--- config.mk ---
export PLATFORM = sky130hd
export DESIGN_NAME = vga_frame_sink
export DESIGN_NICKNAME = d
export VERILOG_FILES = /design/src/rtl/vga_frame_sink_pkg.sv /design/src/rtl/vga_frame_sink_axis.sv /design/src/rtl/vga_frame_sink.sv
export SDC_FILE = /design/constraint.sdc
export NUM_CORES = 1
export LEC_CHECK = 0
export BUFFER_PORTS_ARGS = -buffer_cell sky130_fd_sc_hd__buf_2
export CORE_MARGIN = 3
export CORE_UTILIZATION = 40
export CTS_CLUSTER_DIAMETER = 80
export DETAILED_ROUTE_END_ITERATION = 12
export PLACE_DENSITY_LB_ADDON = 0.1
export SKIP_CTS_REPAIR_TIMING = 1
export SLEW_MARGIN = 15
export SYNTH_ARGS = -nofsm -noshare
export SYNTH_HDL_FRONTEND = slang
export SYNTH_SLANG_ARGS = --single-unit
--- constraint.sdc ---
create_clock -name i_clk -period 9.5 [get_ports i_clk]
set_clock_uncertainty 0.1 [all_clocks]
set_input_delay 0.95 -clock i_clk [delete_from_list [all_inputs] [get_ports i_clk]]
set_output_delay 0.95 -clock i_clk [all_outputs]
set_load 0.05 [all_outputs]
--- src/rtl/vga_frame_sink_pkg.sv ---
// Shared timing types, the 640x480 mode constant and the sink FSM encoding.
package vga_frame_sink_pkg;

  typedef struct packed {
    logic [10:0] active;
    logic [10:0] fp;
    logic [10:0] sync;
    logic [10:0] bp;
  } vga_timing_t;

  typedef struct packed {
    vga_timing_t h;
    vga_timing_t v;
  } vga_mode_t;

  localparam vga_mode_t VGA_640x480 = '{
    h: '{active: 11'd640, fp: 11'd16, sync: 11'd96, bp: 11'd48},
    v: '{active: 11'd480, fp: 11'd10, sync: 11'd2,  bp: 11'd33}
  };

  typedef enum logic [1:0] {SEARCH, WAIT_V, LOCKED} sink_state_e;

  function automatic logic [31:0] rotl1(input logic [31:0] v);
    return {v[30:0], v[31]};
  endfunction

endpackage

--- src/rtl/vga_frame_sink_axis.sv ---
// One timing axis: sync edge detect, saturating position counter, pulse width and period checks.
module vga_axis_counter #(
  parameter int CW       = 11,
  parameter int SYNC_LEN = 96,
  parameter int TOTAL    = 800
) (
  input  logic          i_clk,
  input  logic          i_rst,
  input  logic          i_adv,
  input  logic          i_sync,
  output logic [CW-1:0] cnt_cur,
  output logic          rise,
  output logic          err_width,
  output logic          err_period
);

  localparam logic [CW:0] SYNC_L  = (CW+1)'(SYNC_LEN);
  localparam logic [CW:0] TOTAL_L = (CW+1)'(TOTAL);

  logic          sync_prev, seen, fall;
  logic [CW-1:0] cnt, cnt_inc;
  logic [CW:0]   cnt_p1;

  assign cnt_p1  = {1'b0, cnt} + (CW+1)'(1);
  assign cnt_inc = (&cnt) ? cnt : cnt_p1[CW-1:0];
  assign rise    = i_adv & i_sync & ~sync_prev;
  assign fall    = i_adv & ~i_sync & sync_prev;

  // Position of the sample being taken this cycle; the stored count otherwise.
  assign cnt_cur = !i_adv ? cnt : (rise ? '0 : cnt_inc);

  assign err_width  = fall & seen & (cnt_p1 != SYNC_L);
  assign err_period = rise & seen & (cnt_p1 != TOTAL_L);

  always_ff @(posedge i_clk) begin
    if (!i_rst) begin
      sync_prev <= 1'b0;
      seen      <= 1'b0;
      cnt       <= '0;
    end else if (i_adv) begin
      sync_prev <= i_sync;
      cnt       <= cnt_cur;
      if (rise) seen <= 1'b1;
    end
  end

endmodule

--- src/rtl/vga_frame_sink.sv ---
// VGA receive monitor: recovers timing from sync inputs, emits active pixels, frame checksum and error flags.
module vga_frame_sink
  import vga_frame_sink_pkg::*;
#(
  parameter int   H_ACTIVE    = int'(VGA_640x480.h.active),
  parameter int   H_FP        = int'(VGA_640x480.h.fp),
  parameter int   H_SYNC      = int'(VGA_640x480.h.sync),
  parameter int   H_BP        = int'(VGA_640x480.h.bp),
  parameter int   V_ACTIVE    = int'(VGA_640x480.v.active),
  parameter int   V_FP        = int'(VGA_640x480.v.fp),
  parameter int   V_SYNC      = int'(VGA_640x480.v.sync),
  parameter int   V_BP        = int'(VGA_640x480.v.bp),
  parameter logic SYNC_ACTIVE = 1'b0
) (
  input  logic        i_clk,
  input  logic        i_rst,
  input  logic        i_pix_ce,
  input  logic        i_hsync,
  input  logic        i_vsync,
  input  logic [11:0] i_rgb,
  input  logic        i_clr_err,
  output logic        o_locked,
  output logic        o_pix_valid,
  output logic [9:0]  o_x,
  output logic [9:0]  o_y,
  output logic [11:0] o_rgb,
  output logic        o_frame_start,
  output logic        o_frame_done,
  output logic [31:0] o_frame_chk,
  output logic        o_err_hwidth,
  output logic        o_err_hperiod,
  output logic        o_err_vwidth,
  output logic        o_err_vperiod
);

  localparam int H_TOTAL = H_ACTIVE + H_FP + H_SYNC + H_BP;
  localparam int V_TOTAL = V_ACTIVE + V_FP + V_SYNC + V_BP;
  localparam logic [10:0] H_LO   = 11'(H_SYNC + H_BP);
  localparam logic [10:0] H_HI   = 11'(H_SYNC + H_BP + H_ACTIVE);
  localparam logic [10:0] H_LAST = 11'(H_SYNC + H_BP + H_ACTIVE - 1);
  localparam logic [9:0]  V_LO   = 10'(V_SYNC + V_BP);
  localparam logic [9:0]  V_HI   = 10'(V_SYNC + V_BP + V_ACTIVE);
  localparam logic [9:0]  V_LAST = 10'(V_SYNC + V_BP + V_ACTIVE - 1);

  sink_state_e st, st_nxt;
  logic        hs, vs, h_rise, h_errw, h_errp, v_rise, v_errw, v_errp, any_err;
  logic [10:0] hcur;
  logic [9:0]  vcur;
  logic        armed, pix_act, valid, fs, fd;
  logic [31:0] chk, chk_nxt;

  assign hs = (i_hsync == SYNC_ACTIVE);
  assign vs = (i_vsync == SYNC_ACTIVE);

  vga_axis_counter #(.CW(11), .SYNC_LEN(H_SYNC), .TOTAL(H_TOTAL)) u_h (
    .i_clk, .i_rst, .i_adv(i_pix_ce), .i_sync(hs),
    .cnt_cur(hcur), .rise(h_rise), .err_width(h_errw), .err_period(h_errp)
  );

  // Vertical axis advances once per line and only looks at vsync on the hsync rise.
  vga_axis_counter #(.CW(10), .SYNC_LEN(V_SYNC), .TOTAL(V_TOTAL)) u_v (
    .i_clk, .i_rst, .i_adv(h_rise), .i_sync(vs),
    .cnt_cur(vcur), .rise(v_rise), .err_width(v_errw), .err_period(v_errp)
  );

  assign any_err = h_errw | h_errp | v_errw | v_errp;

  always_comb begin
    st_nxt = st;
    case (st)
      SEARCH:  if (h_rise) st_nxt = WAIT_V;
      WAIT_V:  if (v_rise) st_nxt = LOCKED;
      LOCKED:  st_nxt = LOCKED;
      default: st_nxt = SEARCH;
    endcase
    if (any_err) st_nxt = SEARCH;
  end

  assign pix_act = i_pix_ce & (hcur >= H_LO) & (hcur < H_HI) & (vcur >= V_LO) & (vcur < V_HI);
  assign valid   = pix_act & (st_nxt == LOCKED);
  // Frame strobes only for frames whose line 0 was entered while already locked.
  assign fs      = valid & armed & (hcur == H_LO) & (vcur == V_LO);
  assign fd      = valid & armed & (hcur == H_LAST) & (vcur == V_LAST);
  assign chk_nxt = rotl1(fs ? 32'h0 : chk) ^ {20'b0, i_rgb};
  assign o_locked = (st == LOCKED);

  always_ff @(posedge i_clk) begin
    if (!i_rst) begin
      st            <= SEARCH;
      armed         <= 1'b0;
      chk           <= '0;
      o_pix_valid   <= 1'b0;
      o_x           <= '0;
      o_y           <= '0;
      o_rgb         <= '0;
      o_frame_start <= 1'b0;
      o_frame_done  <= 1'b0;
      o_frame_chk   <= '0;
      o_err_hwidth  <= 1'b0;
      o_err_hperiod <= 1'b0;
      o_err_vwidth  <= 1'b0;
      o_err_vperiod <= 1'b0;
    end else begin
      st <= st_nxt;
      if (st_nxt != LOCKED)             armed <= 1'b0;
      else if (v_rise && st == LOCKED) armed <= 1'b1;
      o_pix_valid   <= valid;
      o_frame_start <= fs;
      o_frame_done  <= fd;
      if (valid) begin
        o_x   <= 10'(hcur - H_LO);
        o_y   <= vcur - V_LO;
        o_rgb <= i_rgb;
        chk   <= chk_nxt;
      end
      if (fd) o_frame_chk <= chk_nxt;
      o_err_hwidth  <= h_errw | (o_err_hwidth  & ~i_clr_err);
      o_err_hperiod <= h_errp | (o_err_hperiod & ~i_clr_err);
      o_err_vwidth  <= v_errw | (o_err_vwidth  & ~i_clr_err);
      o_err_vperiod <= v_errp | (o_err_vperiod & ~i_clr_err);
    end
  end

endmodule

Word-level counts from Yosys, hierarchy flattened
Cells that the tools add are included.
Widths: inputs -> output; s select.

cells by class
  add/subtract/negate cells = 4
  magnitude comparators = 4
  eq/ne operators = 12
  multiplexer cells = 11
  bitwise logic cells = 44
  reductions and logical operators = 7

operators with widths
  kind                   count
  $mux 11                3
  $mux 32                1
  $xor 32x12->32         1
  $and 1x1->1            30
  $mux 10                3
  $add 11x1->12 const B  1
  $ne 12x10->1 const B   1
  $ne 12x7->1 const B    1
  $add 10x1->11 const B  1
  $eq 11x10->1 const B   1
  $eq 11x8->1 const B    1
  $ge 11x8->1 const B    1
  $lt 11x10->1 const B   1
  $ne 11x10->1 const B   1
  $ne 11x2->1 const B    1
  $reduce_and 11->1      1
  $eq 10x10->1 const B   1
  $eq 10x6->1 const B    1
  $ge 10x6->1 const B    1
  $lt 10x10->1 const B   1
  $reduce_and 10->1      1
  $sub 10x6->10 const B  1
  $sub 10x8->10 const B  1
  $or 1x1->1             7
  10 further kinds       19

word-level totals
  bits in registers = 131
  bits of input ports = 18
  output and inout bits = 72
  logic and storage cells = 102

Logic depth before layout (Yosys ltp)
  depth after elaboration = 17
  depth in mapped cells = 16
  gate-level depth less buffers = 14

Hierarchy
Synthesis repeated with hierarchy kept, for this count alone.

second synthesis, totals
  cells, all modules = 797
  area total of the unflattened synthesis = 6771.5 um2

by module, submodules not included
  module                   instances  cells an instance  area each (um2)  sequential area each (um2)
  vga_frame_sink           1          560                4952.2           2122.0
  vga_axis_counter at u_h  1          123                953.4            260.2
  vga_axis_counter at u_v  1          114                865.8            240.2

Worst setup path before layout
OpenSTA, ideal clock, no wires.

  kind = in2reg
  from = input i_pix_ce
  to = register o_x[2]
  setup time = 0.072 ns
  data arrival time = 4.050 ns
  required time = 9.328 ns
  path slack = 5.279 ns
  cell stages on the path = 16
  path buffers = 6
  cells stage by stage = buf_4 > nor3b_2 > buf_2 > buf_4 > buf_2 > o21ai_0 > a21oi_1 > inv_1 > ha_1 > o31ai_2 > a21oi_1 > a41o_1 > buf_4 > nand3_2 > buf_4 > mux2i_1

on the way
  elaborated cells on any way between the ends = 38
  those cells by class = 1 x add/sub; 4 x order compare; 1 x eq/ne; 8 x mux; 24 x bitwise

RTL lines
  what                        line                       RTL
  start, declared             vga_frame_sink.sv:17       input logic i_pix_ce,
  $and 1x1->1 * (2 in a row)  vga_frame_sink_axis.sv:26  assign rise = i_adv & i_sync & ~sync_prev;
  $and 1x1->1 (2 in a row)    vga_frame_sink_axis.sv:26
  $mux 10                     vga_frame_sink_axis.sv:30  assign cnt_cur = !i_adv ? cnt : (rise ? '0 : cnt_inc);
  $mux 10 *                   vga_frame_sink_axis.sv:30
  named net u_v.cnt_cur[0]    vga_frame_sink_axis.sv:11  output logic [CW-1:0] cnt_cur,
  $ge 10x6->1                 vga_frame_sink.sv:79       assign pix_act = i_pix_ce & (hcur >= H_LO) & (hcur < H_HI) & (vcur >= V_LO) & (vcur < V_HI);
  $and 1x1->1                 vga_frame_sink.sv:79
  $and 1x1->1 *               vga_frame_sink.sv:79
  $and 1x1->1 *               vga_frame_sink.sv:80       assign valid = pix_act & (st_nxt == LOCKED);
  end signal, assigned        vga_frame_sink.sv:111      o_x <= 10'(hcur - H_LO);
  end, declared               vga_frame_sink.sv:24       output logic [9:0] o_x,

The timed path passes the listed nets; every way through them passes the cells marked *.
A chain may end at the register's enable or synchronous reset.

Worst setup path in the final report
  from = register u_v.cnt[1]
  to = register o_x[0]

on the way
  word-level cells in the longest chain between the ends = 8
  elaborated cells on any way between the ends = 18
  those cells by class = 1 x add/sub; 2 x order compare; 3 x eq/ne; 4 x mux; 7 x bitwise; 1 x reduce/logical

ends and longest elaborated chain
  what                      line                       RTL
  start, declared           vga_frame_sink_axis.sv:21  logic [CW-1:0] cnt, cnt_inc;
  start signal, assigned    vga_frame_sink_axis.sv:42  cnt <= cnt_cur;
  $reduce_and 10->1 *       vga_frame_sink_axis.sv:25  assign cnt_inc = (&cnt) ? cnt : cnt_p1[CW-1:0];
  $mux 10 *                 vga_frame_sink_axis.sv:25
  $mux 10 * (2 in a row)    vga_frame_sink_axis.sv:30
  named net u_v.cnt_cur[0]  vga_frame_sink_axis.sv:11
  $ge 10x6->1               vga_frame_sink.sv:79
  $and 1x1->1               vga_frame_sink.sv:79
  $and 1x1->1 *             vga_frame_sink.sv:79
  $and 1x1->1 *             vga_frame_sink.sv:80

Marks and branches as above.

==> run metrics <==
status=completed; slowest CP cell=nand3_2; DRT Pass-1 Iters=5; synthesized area per cell=8.90 um^2; Max Root-Sink Buffers=2; Crit Path Category=reg2reg; hold path startpoint=o_rgb[0]; Via density=5.57; worst-path fanout max=32; Synth Cell Area=6950 um^2; crit path buf inv count=1; Pins Over Slew Limit=0; RR Startpoint=u_v.cnt[1]; NumNets Final=856; GRT Total Usage=19.7%; first-pass GRT wire length=29800 um; antenna violations before repair=0; die height=138 um; Leakage=3.48 nW; Root Driver=clkbuf_16; max-cap check violation count=0; initial core utilization=41.3%; Clock Sinks=131; via count=5911; number of synthesized flops with an enable pin=0; crit path cell chain=ha_1, nand4_1, or3_1, o21ai_0, a21oi_1, inv_1, ha_1, o31ai_2, a21oi_1, a41o_1, nand3_2, mux2_1; Slew @ Worst Pin=1.13 ns; Tot Pwr=0.00130 W; placement row count=47; final worst-path cycle share=54.3%; YS warnings=0; GR peak layer=met2; CTS tree=done; register area share after synthesis=37.7%; detailed-placement wirelength estimate=12600 um; critical path required time=9.70 ns; layout cells sized above 1=21.6%; Synth Net Count=808; # diodes=0; Yosys reg bits=131; CP arrival=5.35 ns; M1 GR Usage=27.3%; die area=19000 um^2; Area growth syn-to-layout=14.7%; Post-Route Utilization=47.4%; DRT iter0 DRCs=465; Hold Vio Cnt, Final=0; width of the chip=138 um; pin count of the biggest net entering global routing=90; synthesized instance count=781; worst setup path start=u_v.cnt[1]; post-synth cell types=86; CP top delay family=simple AND/OR/NAND/NOR gates; vias in the first global route=5673; met3 usage=4.60%; Worst-path clk slew=0.06 ns; GRT met2 Usage=30.2%; # setup viols final=0; Routed WL=18200 um; worst min path class=reg2reg; CP Capture Type=flop; Ports=90; CP max stage delay=0.97 ns; Clk Latency, worst-skew pair=0.42 ns; RSZ-0062 raised after global routing=no; TNS Setup=0 ns; Fmax achieved=0.194 GHz; H-tree depth=4; Filler Cells Inserted=1640; TritonCTS Buffers=17; mean routed wirelength per cell=17.2 um; min Tclk post-route=5.15 ns; Max VDD drop=0.000123 V; Async SR Flop Fraction=0%; RD Place Congestion=0.876; Worst slew margin=24.6%; predominant post-synthesis flop cell=dfxtp_1; Core ar.=16800 um^2; Port Buffers=89; number of remaining DRC errors=0; post-route ant nets=0; pwr/cell area=162 nW/um^2; total grt overflow=0; crit start category=flop
## area by class of cell
class / count / area (um^2) / share of cell area [%]
sequential: 131 / 2620 / 32.9
clock buffer: 21 / 460 / 5.77
tap: 220 / 275 / 3.45
inverter: 26 / 97.6 / 1.22
clock inverter: 11 / 151 / 1.90
timing repair buffer: 92 / 470 / 5.90
multi-input combinational: 561 / 3900 / 48.9
## routing by layer
| layer | vias to the layer above | share of wire, % | wire length (um) |
|---|---|---|---|
| met5 | - | 0 | 0 |
| met4 | 0 | 1.6 | 293 |
| met3 | 23 | 5.1 | 936 |
| met2 | 152 | 45 | 8120 |
| met1 | 2803 | 49 | 8880 |
| li1 | 2933 | - | - |
## placed cells by master (no fill, tap or decap), types with 3 or more instances in the layout
cell | synthesis | final
dfxtp_1 | 131 | 131
nand2_1 | 120 | 120
buf_2 | 19 | 88
mux2i_1 | 70 | 70
nor2_1 | 49 | 49
nand3_1 | 43 | 43
inv_1 | 24 | 24
a21oi_1 | 24 | 24
a31oi_1 | 24 | 24
clkbuf_16 | 0 | 17
and2_1 | 15 | 15
and3_1 | 13 | 13
nor3_1 | 13 | 13
o2bb2ai_1 | 12 | 12
nand4_1 | 11 | 11
o221ai_2 | 11 | 11
a31o_2 | 11 | 11
xnor2_1 | 10 | 10
ha_1 | 9 | 9
nor4_1 | 7 | 7
a211oi_1 | 7 | 7
o21ai_0 | 6 | 6
and4_1 | 5 | 5
a31o_1 | 5 | 5
o22ai_1 | 4 | 4
a211oi_2 | 4 | 4
nand3b_1 | 4 | 4
clkinvlp_4 | 0 | 4
buf_4 | 15 | 4
or3_1 | 3 | 3
or3b_1 | 3 | 3
a32o_1 | 3 | 3
nor2b_1 | 3 | 3
nand3_2 | 3 | 3
or2_2 | 3 | 3
nor4_2 | 3 | 3
a41oi_1 | 3 | 3
bufinv_16 | 0 | 3
## stage by stage
step	std cells	area, um^2	hold slack (ns)	worst slack (ns)
after CTS	1062	7980	0.359	4.36
after global routing	1062	7980	0.371	3.85
after floorplan	781	6950	0.332	5.28
after detailed placement	1030	7370	0.344	3.93
after global placement	1030	7370	0.340	4.11
final	1062	7980	0.353	4.35
## synth_stat cells, types with 4 or more instances
library cell	count	share of area (%)
and2_1	15	1.3
nand3_1	43	3.1
and3_1	13	1.2
dfxtp_1	131	38
and4_1	5	0.63
a211oi_2	4	0.72
nor2_1	49	2.6
nand4_1	11	0.99
mux2i_1	70	10
nand2_1	120	6.5
nor4_1	7	0.63
nand3b_1	4	0.43
a31o_2	11	1.4
buf_4	15	1.6
o22ai_1	4	0.36
a21oi_1	24	1.7
o2bb2ai_1	12	1.5
buf_2	19	1.4
a31oi_1	24	2.2
nor3_1	13	0.94
clkbuf_1	26	1.4
o221ai_2	11	2.4
xnor2_1	10	1.3
a31o_1	5	0.63
o21ai_0	6	0.43
ha_1	9	1.6
a211oi_1	7	0.76
inv_1	24	1.3
## final timing paths
kind / to / slack (ns) / cells past startpoint
hold reg to reg: o_rgb[0] / 0.35 / 2
setup reg to reg: o_x[0] / 4.35 / 12
setup / recovery: o_x[0] / 4.35 / 12
hold / removal: o_rgb[0] / 0.35 / 2
## power by group
group,total (W),switching (W),internal [W]
combinational,0.0000573,0.0000394,0.0000179
sequential,0.000556,0.00000377,0.000552
clock,0.000682,0.000254,0.000428
## worst register-to-register path, cell delays in order, from the launching register on
cell and delay (ns):
dfxtp_1 0.49, ha_1 0.39, nand4_1 0.20, or3_1 0.52, o21ai_0 0.35, a21oi_1 0.19, inv_1 0.09, ha_1 0.31
o31ai_2 0.15, a21oi_1 0.18, a41o_1 0.43, nand3_2 0.97, mux2_1 0.67
## flip-flops by register name (all words and copies together) (netlist names), 2 cells and up
signal / cells
chk: 32
o_frame_chk: 32
o_rgb: 12
u_h.cnt: 11
o_x: 10
o_y: 10
u_v.cnt: 10
st: 2
## kinds of logic (layout without fill, tap and decap cells)
kind of cell             after synthesis  after routing  synth area share [%]
buffers and inverters                 89            150                  6.28
multiplexers                          72             72                  10.4
AO/OA/AOI/OAI                        143            143                  17.4
AND/OR/NAND/NOR                      325            325                  25.0
adder cells (fa/ha/maj)                9              9                  1.62
XOR/XNOR                              12             12                  1.51
flip-flops                           131            131                  37.7
Power figures use the tool's default switching activity.
